--- src/rtl/axi_llc_r_refill_master_if.sv ---
// -----------------------------------------------------------------------------
// axi_llc_r_refill_master_if
//
// Bundles the bus-side signals of the LLC refill R-channel master:
//   - descriptor input  (desc_*_i / desc_ready_o) from the in-flight AR FIFO
//   - descriptor output (desc_*_o / desc_ready_i) to the downstream stage
//   - AXI R channel     (r_*_i / r_ready_o)
//   - data-way write    (way_inp_*_o / way_inp_ready_i)
//
// Modports:
//   master : view of the refill master itself
//   slave  : view of the surrounding environment (FIFO, R source, way, sink)
// -----------------------------------------------------------------------------
interface axi_llc_r_refill_master_if #(
    parameter int unsigned SetAssociativity  = 8,
    parameter int unsigned IndexLength       = 8,
    parameter int unsigned BlockOffsetLength = 3,
    parameter int unsigned DataWidth         = 64,
    parameter int unsigned IdWidth           = 4
) ();

    // Descriptor input
    logic                         desc_valid_i;
    logic                         desc_ready_o;
    logic                         desc_refill_i;
    logic [SetAssociativity-1:0]  desc_way_ind_i;
    logic [IndexLength-1:0]       desc_index_i;
    logic [IdWidth-1:0]           desc_id_i;

    // Descriptor output
    logic                         desc_valid_o;
    logic                         desc_ready_i;
    logic [SetAssociativity-1:0]  desc_way_ind_o;
    logic [IndexLength-1:0]       desc_index_o;
    logic [IdWidth-1:0]           desc_id_o;
    logic                         desc_err_o;

    // AXI R channel
    logic [DataWidth-1:0]         r_data_i;
    logic [1:0]                   r_resp_i;
    logic                         r_last_i;
    logic                         r_valid_i;
    logic                         r_ready_o;

    // Data-way write port
    logic                         way_inp_valid_o;
    logic                         way_inp_ready_i;
    logic [SetAssociativity-1:0]  way_inp_way_ind_o;
    logic [IndexLength-1:0]       way_inp_index_o;
    logic [BlockOffsetLength-1:0] way_inp_blk_offset_o;
    logic [DataWidth-1:0]         way_inp_data_o;

    modport master (
        input  desc_valid_i, desc_refill_i, desc_way_ind_i, desc_index_i, desc_id_i,
        output desc_ready_o,
        output desc_valid_o, desc_way_ind_o, desc_index_o, desc_id_o, desc_err_o,
        input  desc_ready_i,
        input  r_data_i, r_resp_i, r_last_i, r_valid_i,
        output r_ready_o,
        output way_inp_valid_o, way_inp_way_ind_o, way_inp_index_o,
        output way_inp_blk_offset_o, way_inp_data_o,
        input  way_inp_ready_i
    );

    modport slave (
        output desc_valid_i, desc_refill_i, desc_way_ind_i, desc_index_i, desc_id_i,
        input  desc_ready_o,
        input  desc_valid_o, desc_way_ind_o, desc_index_o, desc_id_o, desc_err_o,
        output desc_ready_i,
        output r_data_i, r_resp_i, r_last_i, r_valid_i,
        input  r_ready_o,
        input  way_inp_valid_o, way_inp_way_ind_o, way_inp_index_o,
        input  way_inp_blk_offset_o, way_inp_data_o,
        output way_inp_ready_i
    );

endinterface

--- src/rtl/axi_llc_r_refill_master.sv ---
// -----------------------------------------------------------------------------
// axi_llc_r_refill_master
//
// R-channel master of the LLC refill pipeline. Accepts a descriptor whose AR
// has already been issued, streams the 2**BlockOffsetLength R beats of the
// line straight into the selected data way at consecutive block offsets,
// accumulates response/RLAST errors and then presents the descriptor
// downstream. Descriptors that need no refill bypass the R channel.
//
// Ports:
//   clk_i   : clock, rising edge
//   rst_ni  : asynchronous reset, active low
//   bus     : axi_llc_r_refill_master_if.master (descriptor in/out, R channel,
//             data-way write port)
// -----------------------------------------------------------------------------
module axi_llc_r_refill_master #(
    parameter int unsigned SetAssociativity  = 8,
    parameter int unsigned IndexLength       = 8,
    parameter int unsigned BlockOffsetLength = 3,
    parameter int unsigned DataWidth         = 64,
    parameter int unsigned IdWidth           = 4
) (
    input  logic                      clk_i,
    input  logic                      rst_ni,
    axi_llc_r_refill_master_if.master bus
);

    typedef enum logic [1:0] {
        IDLE   = 2'd0,
        REFILL = 2'd1,
        SEND   = 2'd2
    } state_e;

    localparam logic [BlockOffsetLength-1:0] LastBeat = '1;

    state_e                       state_q, state_d;
    logic [SetAssociativity-1:0]  way_ind_q, way_ind_d;
    logic [IndexLength-1:0]       index_q, index_d;
    logic [IdWidth-1:0]           id_q, id_d;
    logic [BlockOffsetLength-1:0] cnt_q, cnt_d;
    logic                         err_q, err_d;

    logic desc_accept;
    logic beat_fire;
    logic last_beat;

    // One handshake serves both the R channel and the way write port, so a
    // beat moves exactly when the source has data and the way can take it.
    assign desc_accept = (state_q == IDLE) && bus.desc_valid_i;
    assign beat_fire   = (state_q == REFILL) && bus.r_valid_i && bus.way_inp_ready_i;
    assign last_beat   = (cnt_q == LastBeat);

    // -------------------------------------------------------------------------
    // State and datapath registers
    // -------------------------------------------------------------------------
    // NOTE: sequential state uses non-blocking assignments so every flop
    // samples its pre-edge value, independent of process evaluation order.
    always_ff @(posedge clk_i or negedge rst_ni) begin
        if (!rst_ni) begin
            state_q   <= IDLE;
            way_ind_q <= '0;
            index_q   <= '0;
            id_q      <= '0;
            cnt_q     <= '0;
            err_q     <= 1'b0;
        end else begin
            state_q   <= state_d;
            way_ind_q <= way_ind_d;
            index_q   <= index_d;
            id_q      <= id_d;
            cnt_q     <= cnt_d;
            err_q     <= err_d;
        end
    end

    // -------------------------------------------------------------------------
    // Next-state logic
    // -------------------------------------------------------------------------
    // NOTE: every always_comb output gets a default before any branch, so no
    // path can leave it unassigned and infer a latch.
    always_comb begin
        state_d = state_q;
        unique case (state_q)
            IDLE: begin
                if (bus.desc_valid_i) begin
                    state_d = bus.desc_refill_i ? REFILL : SEND;
                end
            end
            REFILL: begin
                // Beat count alone ends the refill; an early RLAST is only
                // flagged as an error.
                if (beat_fire && last_beat) begin
                    state_d = SEND;
                end
            end
            SEND: begin
                if (bus.desc_ready_i) begin
                    state_d = IDLE;
                end
            end
            default: state_d = IDLE;
        endcase
    end

    // -------------------------------------------------------------------------
    // Descriptor capture, beat counter and error accumulation
    // -------------------------------------------------------------------------
    always_comb begin
        way_ind_d = way_ind_q;
        index_d   = index_q;
        id_d      = id_q;
        cnt_d     = cnt_q;
        err_d     = err_q;

        if (desc_accept) begin
            way_ind_d = bus.desc_way_ind_i;
            index_d   = bus.desc_index_i;
            id_d      = bus.desc_id_i;
            cnt_d     = '0;
            err_d     = 1'b0;
        end else if (beat_fire) begin
            // Counter wraps back to 0 on the final beat, ready for the next line.
            cnt_d = cnt_q + BlockOffsetLength'(1);
            // resp[1] covers SLVERR and DECERR; RLAST must coincide with the
            // final beat and nowhere else.
            err_d = err_q | bus.r_resp_i[1] | (bus.r_last_i != last_beat);
        end
    end

    // -------------------------------------------------------------------------
    // Outputs
    // -------------------------------------------------------------------------
    always_comb begin
        // IDLE is also the reset state, so ready is qualified by reset to keep
        // it low while the block is held in reset.
        bus.desc_ready_o = rst_ni && (state_q == IDLE);

        bus.desc_valid_o   = (state_q == SEND);
        bus.desc_err_o     = (state_q == SEND) && err_q;
        bus.desc_way_ind_o = way_ind_q;
        bus.desc_index_o   = index_q;
        bus.desc_id_o      = id_q;

        // Zero-latency pass-through; valid never looks at ready.
        bus.way_inp_valid_o = (state_q == REFILL) && bus.r_valid_i;
        bus.r_ready_o       = (state_q == REFILL) && bus.way_inp_ready_i;

        bus.way_inp_way_ind_o    = way_ind_q;
        bus.way_inp_index_o      = index_q;
        bus.way_inp_blk_offset_o = cnt_q;
        // Data is forwarded only while refilling so the port reads 0 otherwise.
        bus.way_inp_data_o       = (state_q == REFILL) ? bus.r_data_i : '0;
    end

endmodule

--- src/flat_wrapper.sv ---
// flat-port wrapper written by rule: the top's interface ports become plain ports
module axi_llc_r_refill_master_flat 
#(
    parameter int unsigned SetAssociativity  = 8,
    parameter int unsigned IndexLength       = 8,
    parameter int unsigned BlockOffsetLength = 3,
    parameter int unsigned DataWidth         = 64,
    parameter int unsigned IdWidth           = 4
)
  (clk_i, rst_ni, bus_desc_valid_i, bus_desc_refill_i, bus_desc_way_ind_i, bus_desc_index_i, bus_desc_id_i, bus_desc_ready_o, bus_desc_valid_o, bus_desc_way_ind_o, bus_desc_index_o, bus_desc_id_o, bus_desc_err_o, bus_desc_ready_i, bus_r_data_i, bus_r_resp_i, bus_r_last_i, bus_r_valid_i, bus_r_ready_o, bus_way_inp_valid_o, bus_way_inp_way_ind_o, bus_way_inp_index_o, bus_way_inp_blk_offset_o, bus_way_inp_data_o, bus_way_inp_ready_i);
  axi_llc_r_refill_master_if #(.SetAssociativity(SetAssociativity), .IndexLength(IndexLength), .BlockOffsetLength(BlockOffsetLength), .DataWidth(DataWidth), .IdWidth(IdWidth)) bus_i ();
  input  logic clk_i;
  input  logic rst_ni;
  input wire logic [$bits(bus_i.desc_valid_i)-1:0] bus_desc_valid_i;
  input wire logic [$bits(bus_i.desc_refill_i)-1:0] bus_desc_refill_i;
  input wire logic [$bits(bus_i.desc_way_ind_i)-1:0] bus_desc_way_ind_i;
  input wire logic [$bits(bus_i.desc_index_i)-1:0] bus_desc_index_i;
  input wire logic [$bits(bus_i.desc_id_i)-1:0] bus_desc_id_i;
  output wire logic [$bits(bus_i.desc_ready_o)-1:0] bus_desc_ready_o;
  output wire logic [$bits(bus_i.desc_valid_o)-1:0] bus_desc_valid_o;
  output wire logic [$bits(bus_i.desc_way_ind_o)-1:0] bus_desc_way_ind_o;
  output wire logic [$bits(bus_i.desc_index_o)-1:0] bus_desc_index_o;
  output wire logic [$bits(bus_i.desc_id_o)-1:0] bus_desc_id_o;
  output wire logic [$bits(bus_i.desc_err_o)-1:0] bus_desc_err_o;
  input wire logic [$bits(bus_i.desc_ready_i)-1:0] bus_desc_ready_i;
  input wire logic [$bits(bus_i.r_data_i)-1:0] bus_r_data_i;
  input wire logic [$bits(bus_i.r_resp_i)-1:0] bus_r_resp_i;
  input wire logic [$bits(bus_i.r_last_i)-1:0] bus_r_last_i;
  input wire logic [$bits(bus_i.r_valid_i)-1:0] bus_r_valid_i;
  output wire logic [$bits(bus_i.r_ready_o)-1:0] bus_r_ready_o;
  output wire logic [$bits(bus_i.way_inp_valid_o)-1:0] bus_way_inp_valid_o;
  output wire logic [$bits(bus_i.way_inp_way_ind_o)-1:0] bus_way_inp_way_ind_o;
  output wire logic [$bits(bus_i.way_inp_index_o)-1:0] bus_way_inp_index_o;
  output wire logic [$bits(bus_i.way_inp_blk_offset_o)-1:0] bus_way_inp_blk_offset_o;
  output wire logic [$bits(bus_i.way_inp_data_o)-1:0] bus_way_inp_data_o;
  input wire logic [$bits(bus_i.way_inp_ready_i)-1:0] bus_way_inp_ready_i;
  assign bus_i.desc_valid_i = bus_desc_valid_i;
  assign bus_i.desc_refill_i = bus_desc_refill_i;
  assign bus_i.desc_way_ind_i = bus_desc_way_ind_i;
  assign bus_i.desc_index_i = bus_desc_index_i;
  assign bus_i.desc_id_i = bus_desc_id_i;
  assign bus_desc_ready_o = bus_i.desc_ready_o;
  assign bus_desc_valid_o = bus_i.desc_valid_o;
  assign bus_desc_way_ind_o = bus_i.desc_way_ind_o;
  assign bus_desc_index_o = bus_i.desc_index_o;
  assign bus_desc_id_o = bus_i.desc_id_o;
  assign bus_desc_err_o = bus_i.desc_err_o;
  assign bus_i.desc_ready_i = bus_desc_ready_i;
  assign bus_i.r_data_i = bus_r_data_i;
  assign bus_i.r_resp_i = bus_r_resp_i;
  assign bus_i.r_last_i = bus_r_last_i;
  assign bus_i.r_valid_i = bus_r_valid_i;
  assign bus_r_ready_o = bus_i.r_ready_o;
  assign bus_way_inp_valid_o = bus_i.way_inp_valid_o;
  assign bus_way_inp_way_ind_o = bus_i.way_inp_way_ind_o;
  assign bus_way_inp_index_o = bus_i.way_inp_index_o;
  assign bus_way_inp_blk_offset_o = bus_i.way_inp_blk_offset_o;
  assign bus_way_inp_data_o = bus_i.way_inp_data_o;
  assign bus_i.way_inp_ready_i = bus_way_inp_ready_i;
  axi_llc_r_refill_master #(.SetAssociativity(SetAssociativity), .IndexLength(IndexLength), .BlockOffsetLength(BlockOffsetLength), .DataWidth(DataWidth), .IdWidth(IdWidth)) u_core (.clk_i(clk_i), .rst_ni(rst_ni), .bus(bus_i));
endmodule
--- config.mk ---
export PLATFORM = sky130hd
export DESIGN_NAME = axi_llc_r_refill_master_flat
export DESIGN_NICKNAME = d
export VERILOG_FILES = /design/src/rtl/axi_llc_r_refill_master_if.sv /design/src/rtl/axi_llc_r_refill_master.sv /design/src/flat_wrapper.sv
export SDC_FILE = /design/constraint.sdc
export NUM_CORES = 1
export LEC_CHECK = 0
export ABC_AREA = 1
export CAP_MARGIN = 25
export CORE_UTILIZATION = 30
export CTS_BUF_LIST = sky130_fd_sc_hd__clkbuf_4
export CTS_CLUSTER_DIAMETER = 150
export DETAILED_ROUTE_END_ITERATION = 8
export PLACE_DENSITY_LB_ADDON = 0.3
export SLEW_MARGIN = 20
export SYNTH_ARGS = -nofsm -noshare
export SYNTH_HDL_FRONTEND = slang
export SYNTH_SLANG_ARGS = --single-unit
--- constraint.sdc ---
create_clock -name clk_i -period 1.65 [get_ports clk_i]
set_input_delay 0.4125 -clock clk_i [delete_from_list [all_inputs] [get_ports clk_i]]
set_output_delay 0.4125 -clock clk_i [all_outputs]
set_load 0.005 [all_outputs]
## Word level (Yosys, flattened, before mapping)

Cells that the tools add are included.

| word-level totals | value |
|---|---|
| register bits | 26 |
| word-level logic and storage cells | 36 |
| input port bits | 94 |
| output and inout bits | 108 |

| operators by class | value |
|---|---|
| reduce and logical (&&, ||, !) cells | 10 |
| bitwise logic cells | 2 |
| eq/ne operators | 7 |
| muxes and demuxes | 10 |
| $add $sub $neg | 1 |

Operator list:

| cell | number |
|---|---|
| $mux 64 | 1 |
| $mux 2 | 4 |
| $logic_and 1x1->1 | 7 |
| $mux 3 | 2 |
| $pmux 2 s3 | 1 |
| $ne 2x2->1 const B | 2 |
| $add 3x1->3 const B | 1 |
| $eq 3x3->1 const B | 1 |
| $reduce_and 3->1 | 1 |
| $eq 2x1->1 const B | 1 |
| $eq 2x2->1 const B | 1 |
| $logic_not 2->1 | 1 |
| $mux 1 | 2 |
| $ne 2x1->1 const B | 1 |
| $or 1x1->1 | 2 |
| $reduce_bool 2->1 | 1 |
| $ne 1x1->1 | 1 |

## Depth between registers and ports, before layout

| logic depth | value |
|---|---|
| word-level depth | 6 |
| depth in mapped cells | 7 |
| mapped depth without buffers | 7 |

## Worst setup path before layout

Ideal clock, no wire load.

| timing | value |
|---|---|
| kind | reg2out |
| from | register u_core.state_q[0] |
| to | output port bus_way_inp_data_o[10] |
| data required time | 1,237 ps |
| data arrival time | 1,021 ps |
| cell stages (with the launch flop) | 7 |
| buffers on the path | 2 |
| setup slack | 216 ps |
| cell sequence | dfrtp_1 -> inv_2 -> nor2_2 -> inv_2 -> buf_6 -> buf_8 -> nor2_4 |

| between the ends | value |
|---|---|
| word-level cells in the longest chain between the ends | 2 |

Ends and longest elaborated chain:

| item | RTL line | text |
|---|---|---|
| start, declared | axi_llc_r_refill_master.sv:36 | `state_e state_q, state_d;` |
| start signal, assigned | axi_llc_r_refill_master.sv:67 | `state_q <= state_d;` |
| $eq 2x1->1 | axi_llc_r_refill_master.sv:152 | `bus.way_inp_data_o = (state_q == REFILL) ? bus.r_data_i : '0;` |
| $mux 64 | axi_llc_r_refill_master.sv:152 |  |
| end, declared | flat_wrapper.sv:35 | `output wire logic [$bits(bus_i.way_inp_data_o)-1:0] bus_way_inp_data_o;` |

Every way passes these cells.

## Final worst setup path

| timing | value |
|---|---|
| from | register u_core.state_q[1] |
| to | output port bus_way_inp_data_o[24] |

The elaborated chain is that of the path after synthesis.

==> flow_metrics.py <==
metrics = {
    "logic_synthesis": {
        "synth_area_leader_cell": "dfrtp_1",
        "ys.flop_type": "dfrtp_1",
        "avgSynthCellArea_um2": 7.97,
        "syn_inst": 243,
        "yosysWarnings": 0,
        "netlist.area_leader.share_pct": 33.6,
        "ys_seq_elements": 26,
        "synthDistinctLibCells": 23,
        "synth_edf_count": 0,
        "yosys-top-cells-count": "inv_1 (72), nor2_1 (58), dfrtp_1 (26)",
        "ys_top_cells_by_area": "dfrtp_1 (34%), inv_1 (14%), mux2_4 (14%)",
        "syn_area_um2": 1940,
        "ys_seq_area_share_pct": 33.6,
        "synthArstFlopShare_pct": 100,
        "synth_most_common_cell": "inv_1",
        "syn-num-nets": 339,
    },
    "global_route": {
        "overflow": 0,
        "grt_max_degree": 27,
        "antenna_found_initial": 0,
        "grt_first_pass_wirelength_mm": 10.8,
        "grt_pass1_vias": 2182,
        "grt.total_usage_pct": 21.5,
    },
    "sta": {
        "slew_violations": 0,
        "fmax_mhz": 522,
        "layout_setup_ws_ns": -0.265,
        "setup_viol": 68,
        "rsz0062_at_grt": "true",
        "setup_tns_ns": -14.08,
        "hold_viol": 0,
        "fin_crit_sh_pct": 116,
        "relSlewSlack_pct": 77.4,
        "tightestPinTransition_ns": 0.339,
        "min_period_ns": 1.92,
        "skew_ns": 0.00312,
    },
    "worst_setup_path": {
        "worst-path-buf-inv": 4,
        "cpLargestDelayFamily": "buffers and inverters",
        "rrSetupSlack_ns": 0.09,
        "worstPathArrival_ns": 1.50,
        "crit_fanout": 11,
        "max_stage_delay_ns": 0.43,
        "cp_common_cell": "buf_12",
        "slowest_stage": "dfrtp_1",
        "start_kind": "flip-flop",
        "crit_path_cell_trace": "nor2_4 -> inv_6 -> buf_12 -> buf_12 -> nor2_2 -> buf_2",
        "endpoint_kind": "output pin",
        "required_ns": 1.24,
        "crit_type": "flip-flop to output pin",
    },
    "pwr": {
        "p_per_area_nw_per_um2": 1390,
        "internal_power_w": 0.00370,
        "leakagePower_nw": 2.43,
        "p_seq_share_pct": 19.4,
        "switching_power_w": 0.00213,
        "p_clk_share_pct": 7.8,
        "switching_share_pct": 36.5,
        "p_comb_share_pct": 72.8,
        "irDropWorstVdd_mv": 0.976,
    },
    "route": {
        "dr.pass1.iters": 4,
        "ant_nets": 0,
        "drt-vias-per-instance": 4.21,
        "drcViolationCount": 0,
        "dr_total_vias": 2267,
        "drtIter0Drc": 71,
        "wl_per_cell_um": 14.5,
        "wl_mm": 7.83,
    },
    "clocking": {
        "clock_sinks": 26,
        "clkTransAtPathRegs_ns": 0.15,
        "numCtsBuffers": 3,
        "htreeDepth": 1,
        "root_buffer": "clkbuf_4",
        "insertion_delay_ns": 0.33,
        "cts_buffer_depth": 2,
        "cts_tree": "done",
    },
    "floorplanning": {
        "ioPinCount": 202,
        "fp.dieArea_um2": 6780,
        "dieHeight_um": 82.3,
        "die_x_um": 82.3,
        "core_um2": 6060,
        "start_util_pct": 31.9,
        "rows": 28,
    },
    "run": {
        "cap_violations": 0,
    },
    "cells_and_area": {
        "fin_area_um2": 4190,
        "drive_above_1_share_pct": 40.2,
        "fin_nets": 560,
        "n_fill_cell": 519,
        "syn2layout_area_growth_pct": 116,
    },
    "min_path": {
        "hold_path_class": "input pin to asynchronous set/reset pin",
    },
    "placement": {
        "place_congestion": 0.748,
        "dp_hpwl_mm": 5.79,
        "port_buffers": 200,
        "place_area_um2": 3980,
    },
    "status": {
        "status": "finished with violations",
        "violations": "setup timing",
    },
}
-- final cells by class --
cell class	instances	area (µm²)	share of cell area, %
Clock buffer	3	22.5	0.538
Tap cell	75	93.8	2.24
Timing Repair Buffer	241	2130	50.9
Inverter	74	288	6.88
Sequential cell	26	651	15.5
Antenna cell	1	2.50	0.0598
Multi-Input combinational cell	118	967	23.1
Clock inverter	1	30.0	0.717
-- registers in the layout (all words and copies together) (netlist names) --
signal	count
u_core.state_q	2
u_core.bus.desc_way_ind_o	8
u_core.bus.way_inp_blk_offset_o	3
u_core.bus.desc_index_o	8
u_core.err_q	1
u_core.bus.desc_id_o	4
-- routing by layer --
metal / vias to the layer above / global-route usage (%) / wire length [µm]
met5: - / 0 / 0
met4: 0 / 7.72 / 227
met3: 18 / 3.96 / 800
met2: 124 / 38.6 / 3760
met1: 1010 / 25.4 / 3040
li1: 1115 / - / -
-- stage by stage --
step	hold WS (ns)	worst slack, ns	cells	total power [W]	util [%]
after floorplan	0.117	0.216	243	0.00292	-
after global placement	0.490	-0.399	510	0.00495	65.6
after detailed placement	0.497	-0.460	510	0.00501	65.6
after CTS	0.495	-0.256	535	0.00573	67.1
after global routing	0.508	-0.347	538	0.00621	69.0
final	0.499	-0.265	539	0.00583	69.1
-- kinds of logic (layout without fill, tap and decap cells) --
family | after synthesis | count (layout) | synth area share (%)
DFF | 26 | 26 | 33.6
xor gates and xnor gates | 1 | 1 | 0.453
AOI/OAI and AO/OA | 3 | 3 | 0.775
buffers and inverters | 99 | 319 | 25.6
other | 0 | 1 | 0
and+or+nand+nor | 91 | 91 | 22.6
adders and majority gates | 2 | 2 | 1.29
muxes | 21 | 21 | 15.6
-- power groups by stage --
stage                     Clock, W  Combinational [W]  Sequential, W
after floorplan                  0            0.00172        0.00120
after CTS                 0.000460            0.00413        0.00114
after detailed placement         0            0.00383        0.00118
final                     0.000454            0.00425        0.00113
after global routing      0.000489            0.00454        0.00118
after global placement           0            0.00378        0.00118
-- repair_timing --
action | 4_1_cts | 5_1_grt
setup endpoints to repair | 106 | 80
pin swaps | 3 | 2
gates resized for setup | 361 | 28
cloned | 3 | 0
buffers inserted | 19 | 4
hold buffers | 0 | 0
-- cells in the final DEF (no fill, tap or decap), types with 5 or more instances in the layout --
cell and count:
nor2_2 22, nand2_1 12, inv_1 71, buf_2 65
nor2_1 24, clkdlybuf4s50_1 92, buf_4 29, buf_12 5
dlygate4sd2_1 28, buf_6 5, dlymetal6s2s_1 11, mux2_4 18
nor2_4 24, dfrtp_1 26, nand3_1 5
-- path summary, 6_finish.rpt --
kind,start,to,cells after the start
worst max-delay path,u_core.state_q[1]$_DFFE_PN0P_,bus_way_inp_data_o[24],6
worst min-delay path,rst_ni,u_core.bus.desc_way_ind_o[0]$_DFFE_PN0P_,2
worst max register to register,u_core.state_q[1]$_DFFE_PN0P_,u_core.bus.desc_index_o[3]$_DFFE_PN0P_,6
worst min register to register,u_core.bus.way_inp_blk_offset_o[2]$_DFFE_PN0P_,u_core.bus.way_inp_blk_offset_o[2]$_DFFE_PN0P_,2
max in group asynchronous,rst_ni,u_core.bus.desc_id_o[1]$_DFFE_PN0P_,2
min in group clk_i,u_core.bus.way_inp_blk_offset_o[2]$_DFFE_PN0P_,u_core.bus.way_inp_blk_offset_o[2]$_DFFE_PN0P_,2
Note: power is estimated with default switching activity, not from simulation.
